### config.mk
export PLATFORM = sky130hd
export DESIGN_NAME = bcd_counter_2d
export DESIGN_NICKNAME = d
export VERILOG_FILES = /design/src/rtl/bcd_counter_2d.sv
export SDC_FILE = /design/constraint.sdc
export NUM_CORES = 1
export LEC_CHECK = 0
export CAP_MARGIN = 10
export CORE_ASPECT_RATIO = 0.7
export CORE_MARGIN = 1
export CORE_UTILIZATION = 50
export DETAILED_ROUTE_END_ITERATION = 10
export PLACE_DENSITY = 0.76
export SYNTH_ARGS = -nofsm -noshare
export SYNTH_HDL_FRONTEND = slang
export SYNTH_SLANG_ARGS = --single-unit
### constraint.sdc
create_clock -name clk -period 2.7 [get_ports clk]
set_input_delay 0.54 -clock clk [delete_from_list [all_inputs] [get_ports clk]]
set_output_delay 0.54 -clock clk [all_outputs]
set_load 0.03 [all_outputs]
### src/rtl/bcd_counter_2d.sv
// rtl/bcd_counter_2d.sv - two-digit BCD up/down counter with prescaler
// Digits always stay valid BCD below MODULO; tc and load_err are one-cycle registered pulses.
module bcd_counter_2d #(
  parameter int DIV    = 50_000_000,
  parameter int MODULO = 60
) (
  input  logic       clk,
  input  logic       rst_n,
  input  logic       en,
  input  logic       up,
  input  logic       clr,
  input  logic       load,
  input  logic [3:0] load_tens,
  input  logic [3:0] load_units,
  output logic [3:0] tens,
  output logic [3:0] units,
  output logic       tc,
  output logic       load_err
);

  localparam int             PW        = (DIV > 1) ? $clog2(DIV) : 1;
  localparam logic [PW-1:0]  PRESC_MAX = PW'(DIV - 1);
  localparam logic [3:0]     MAX_TENS  = 4'((MODULO - 1) / 10);
  localparam logic [3:0]     MAX_UNITS = 4'((MODULO - 1) % 10);
  localparam logic [7:0]     MOD_VAL   = 8'(MODULO);

  logic [PW-1:0] r_presc;
  logic [3:0]    r_tens;
  logic [3:0]    r_units;
  logic          r_tc;
  logic          r_load_err;

  logic          w_step;
  logic          w_at_max;
  logic          w_at_zero;
  logic [7:0]    w_load_val;
  logic          w_load_ok;
  logic [3:0]    w_nxt_tens;
  logic [3:0]    w_nxt_units;
  logic          w_wrap;

  // With DIV=1 the prescaler is permanently 0, so every enabled cycle is a step.
  assign w_step     = en && (r_presc == PRESC_MAX);
  assign w_at_max   = (r_tens == MAX_TENS) && (r_units == MAX_UNITS);
  assign w_at_zero  = (r_tens == 4'd0) && (r_units == 4'd0);
  assign w_load_val = ({4'd0, load_tens} * 8'd10) + {4'd0, load_units};
  assign w_load_ok  = (load_tens <= 4'd9) && (load_units <= 4'd9) && (w_load_val < MOD_VAL);

  always_comb begin
    w_nxt_tens  = r_tens;
    w_nxt_units = r_units;
    w_wrap      = 1'b0;
    if (up) begin
      if (w_at_max) begin
        w_nxt_tens  = 4'd0;
        w_nxt_units = 4'd0;
        w_wrap      = 1'b1;
      end else if (r_units == 4'd9) begin
        w_nxt_units = 4'd0;
        w_nxt_tens  = r_tens + 4'd1;
      end else begin
        w_nxt_units = r_units + 4'd1;
      end
    end else begin
      if (w_at_zero) begin
        w_nxt_tens  = MAX_TENS;
        w_nxt_units = MAX_UNITS;
        w_wrap      = 1'b1;
      end else if (r_units == 4'd0) begin
        w_nxt_units = 4'd9;
        w_nxt_tens  = r_tens - 4'd1;
      end else begin
        w_nxt_units = r_units - 4'd1;
      end
    end
  end

  // Priority clr > load > step > hold; a rejected load also freezes the prescaler.
  always_ff @(posedge clk or negedge rst_n) begin
    if (!rst_n) begin
      r_presc    <= '0;
      r_tens     <= 4'd0;
      r_units    <= 4'd0;
      r_tc       <= 1'b0;
      r_load_err <= 1'b0;
    end else begin
      r_tc       <= 1'b0;
      r_load_err <= 1'b0;
      if (clr) begin
        r_presc <= '0;
        r_tens  <= 4'd0;
        r_units <= 4'd0;
      end else if (load) begin
        if (w_load_ok) begin
          r_presc <= '0;
          r_tens  <= load_tens;
          r_units <= load_units;
        end else begin
          r_load_err <= 1'b1;
        end
      end else if (en) begin
        if (w_step) begin
          r_presc <= '0;
          r_tens  <= w_nxt_tens;
          r_units <= w_nxt_units;
          r_tc    <= w_wrap;
        end else begin
          r_presc <= r_presc + PW'(1);
        end
      end
    end
  end

  assign tens     = r_tens;
  assign units    = r_units;
  assign tc       = r_tc;
  assign load_err = r_load_err;

endmodule

==> results_dict.tcl <==
set metrics [dict create \
    status "finished, violations left" \
    violations "negative setup slack" \
    yosys.area.top_type "dfrtp_1" \
    area_growth_pct 36.0 \
    synth_mux_area_share_pct 2.50 \
    synth_top_family_by_area "simple AND/OR/NAND/NOR gates" \
    synthXorXnorAreaFrac_pct 2.06 \
    path_class "input port to flop" \
    overflow 0 \
    finalHoldViolations 0 \
    yosys.area_share.simple_pct 27.6 \
    grt_pass1_wl_mm 11.3 \
    h-tree-depth 2 \
    fillers 384 \
    finalPower_w 0.00158 \
    cts_num_sinks 36 \
    cp_max_fo 6 \
    cts.clk_slew.worst_paths_ns 0.07 \
    fmax_ghz 0.334 \
    ys_seq_area_share_pct 35.3 \
    track_usage_pct 27.8 \
    synth-seq-cells 36 \
    setup_ws_ns -0.292 \
    rows 21 \
    syn_area_sq_um 2550 \
    vias 2586 \
    final_util_pct 71.9 \
    start_util_pct 52.8 \
    setup_violations 29 \
    fin_area_sq_um 3480 \
    dpl_cell_area_sq_um 3090 \
    synth_fp_nets 333 \
    crit_required_ns 2.90 \
    yosysTopAreaCellShare_pct 35.3 \
    ys.flop_type "dfrtp_1" \
    skew_ns 0.00565 \
    drive_gt1_share_pct 28.0 \
    numCtsBuffers 5 \
    worstMarginPinSlew_ns 0.808 \
    port_buffers 23 \
    core_area_sq_um 4830 \
    clock_latency_ns 0.28 \
    placedCellCount 412 \
    num-nets-final 385 \
    arrival_ns 3.20 \
    yosys-top-cells-area "dfrtp_1 35%, ha_1 6.4%, a21oi_1 6.3%" \
    antenna_left 0 \
    ys_types 48 \
    ys.warnings.count 0 \
    leakagePower_nw 1.42 \
    drt-pass1-iter-count 5 \
    routed_wirelength_mm 7.33 \
    die_h_um 61.8 \
    pre_cts_ws_ns -0.961 \
    grt_max_degree 37 \
    ir_drop_v 0.000318 \
    die_w_um 87.4 \
    synth_edf_count 0 \
    wl_per_cell_um 17.2 \
    antenna_found_initial 0 \
    grt_pass1_vias 2319 \
    drc 0 \
    hold_class "input port to async pin" \
    fin_crit_ns 2.99 \
    synth-async-reset-ratio_pct 100 \
    grt_setup_unrepaired "true" \
    routabilityCongestion 0.835 \
    maxCapViolCount 0 \
    yosys.area_share.adder_pct 7.93 \
    cts_tree "built" \
    ios 24 \
    synth_area_per_cell_sq_um 8.40 \
    diodes 0 \
    report.final.slew_viol_count 0 \
    dieArea_sq_um 5400 \
    min_period_over_period_pct 111 \
    power_density_nw_per_um2 453 \
    postSynthCellCount 304 \
    synth-compound-area-share_pct 20.4 \
    clockRootBuffer "clkbuf_8" \
    end_kind "flop" \
    critPathLaunchType "input port" \
    final_cells 426 \
    hpwl_mm 4.79 \
    vias_per_cell 6.07 \
    detail_route.iter0.violations 229 \
    slew_headroom_pct 46.1 \
    cts_buffer_depth 2 \
]
-- power by group --
group,switching (W),internal [W],total [W]
Combinational,0.000290,0.000265,0.000555
Sequential,0.0000532,0.000567,0.000620
Clock,0.000192,0.000208,0.000400
Total,0.000535,0.00104,0.00158
-- area by class of cell --
type	instances	area (sq um)	area share [%]
clock buffer	8	90.1	2.59
sequential	36	901	25.9
inverter	10	37.5	1.08
tap	69	86.3	2.48
timing repair buffer	59	602	17.3
multi-input combinational	244	1760	50.6
-- registers in the layout, indices dropped and copies added (netlist names) --
name      cells
r_presc      26
tc            1
load_err      1
units         4
tens          4
-- logic make-up (layout without fill, tap and decap cells) --
kind of cell,Yosys count,after routing
mux,6,6
xor+xnor,6,6
flops,36,36
fa+ha+maj,15,15
simple gates,131,131
buf+inv,24,77
compound gates,86,86
-- worst paths after layout --
kind | start | to | slack, ns | cells past startpoint
min | rst_n | units[3] | 0.34 | 1
max reg2reg | r_presc[7] | r_presc[25] | 0.40 | 7
min reg2reg | r_presc[0] | r_presc[0] | 0.54 | 1
min in group clk | r_presc[0] | r_presc[0] | 0.54 | 1
max | load_tens[1] | r_presc[18] | -0.29 | 13
max in group asynchronous | rst_n | r_presc[3] | 1.84 | 1
-- placed cells by master (no fill, tap or decap), types with 3 or more instances in the layout --
cell type,Yosys,final
a21oi_1,32,24
a21oi_2,2,9
a22oi_1,3,3
and3_1,8,8
and4_1,4,4
buf_2,3,3
buf_4,0,25
buf_6,2,5
buf_8,0,3
clkbuf_8,0,6
clkdlybuf4s50_1,0,16
dfrtp_1,36,36
ha_1,13,9
ha_4,0,3
inv_1,10,9
mux2_2,3,3
mux2i_1,3,3
nand2_1,33,30
nand3_1,13,13
nand4_1,7,7
nor2_1,20,20
nor2b_1,5,5
nor4_1,3,3
o21ai_0,20,8
o21ai_1,8,3
o21ai_2,0,17
o31ai_1,6,5
or3_1,18,14
or3_4,0,4
or4_1,5,4
xnor2_1,3,3
xor2_1,3,3
-- cell usage after synthesis, drive strengths merged, types with 6 or more instances --
cell type and instances:
and3 9, nand4 7, clkbuf 9, ha 13, or3 18, nand3 14
inv 10, o31ai 6, nand2 33, a21oi 34, o21ai 28, dfrtp 36
nor2 20
-- through the flow --
stage | hold slack [ns] | setup TNS, ns
floorplan | 0.244 | -6.37
global placement | 0.485 | -26.18
detailed placement | 0.510 | -29.35
CTS | 0.373 | -5.17
global route | 0.414 | -7.66
finish | 0.342 | -5.67
-- critical path, cell delays in order --
cell	delay, ns
buf_8	0.10
ha_4	0.24
ha_4	0.16
fa_2	0.57
nand2_2	0.08
a2111o_1	0.28
o31a_1	0.12
and3_4	0.20
a211oi_4	0.32
buf_6	0.19
buf_16	0.13
o31ai_1	0.09
a21oi_1	0.17
-- layer usage --
layer / GRT usage, % / part of all wire (%) / up-vias
met5: 0 / 0 / -
met4: 6.09 / 0.74 / 0
met3: 5.55 / 6.8 / 6
met2: 40.4 / 43 / 100
met1: 42.5 / 49 / 1256
li1: - / - / 1224
-- what timing repair did --
item | CTS | global route
gates cloned | 3 | 1
hold buffers | 0 | 0
buffers inserted | 2 | 1
setup endpoints to repair | 35 | 31
pin swaps | 48 | 31
resized for setup | 59 | 27
(Power assumes the default switching activity.)
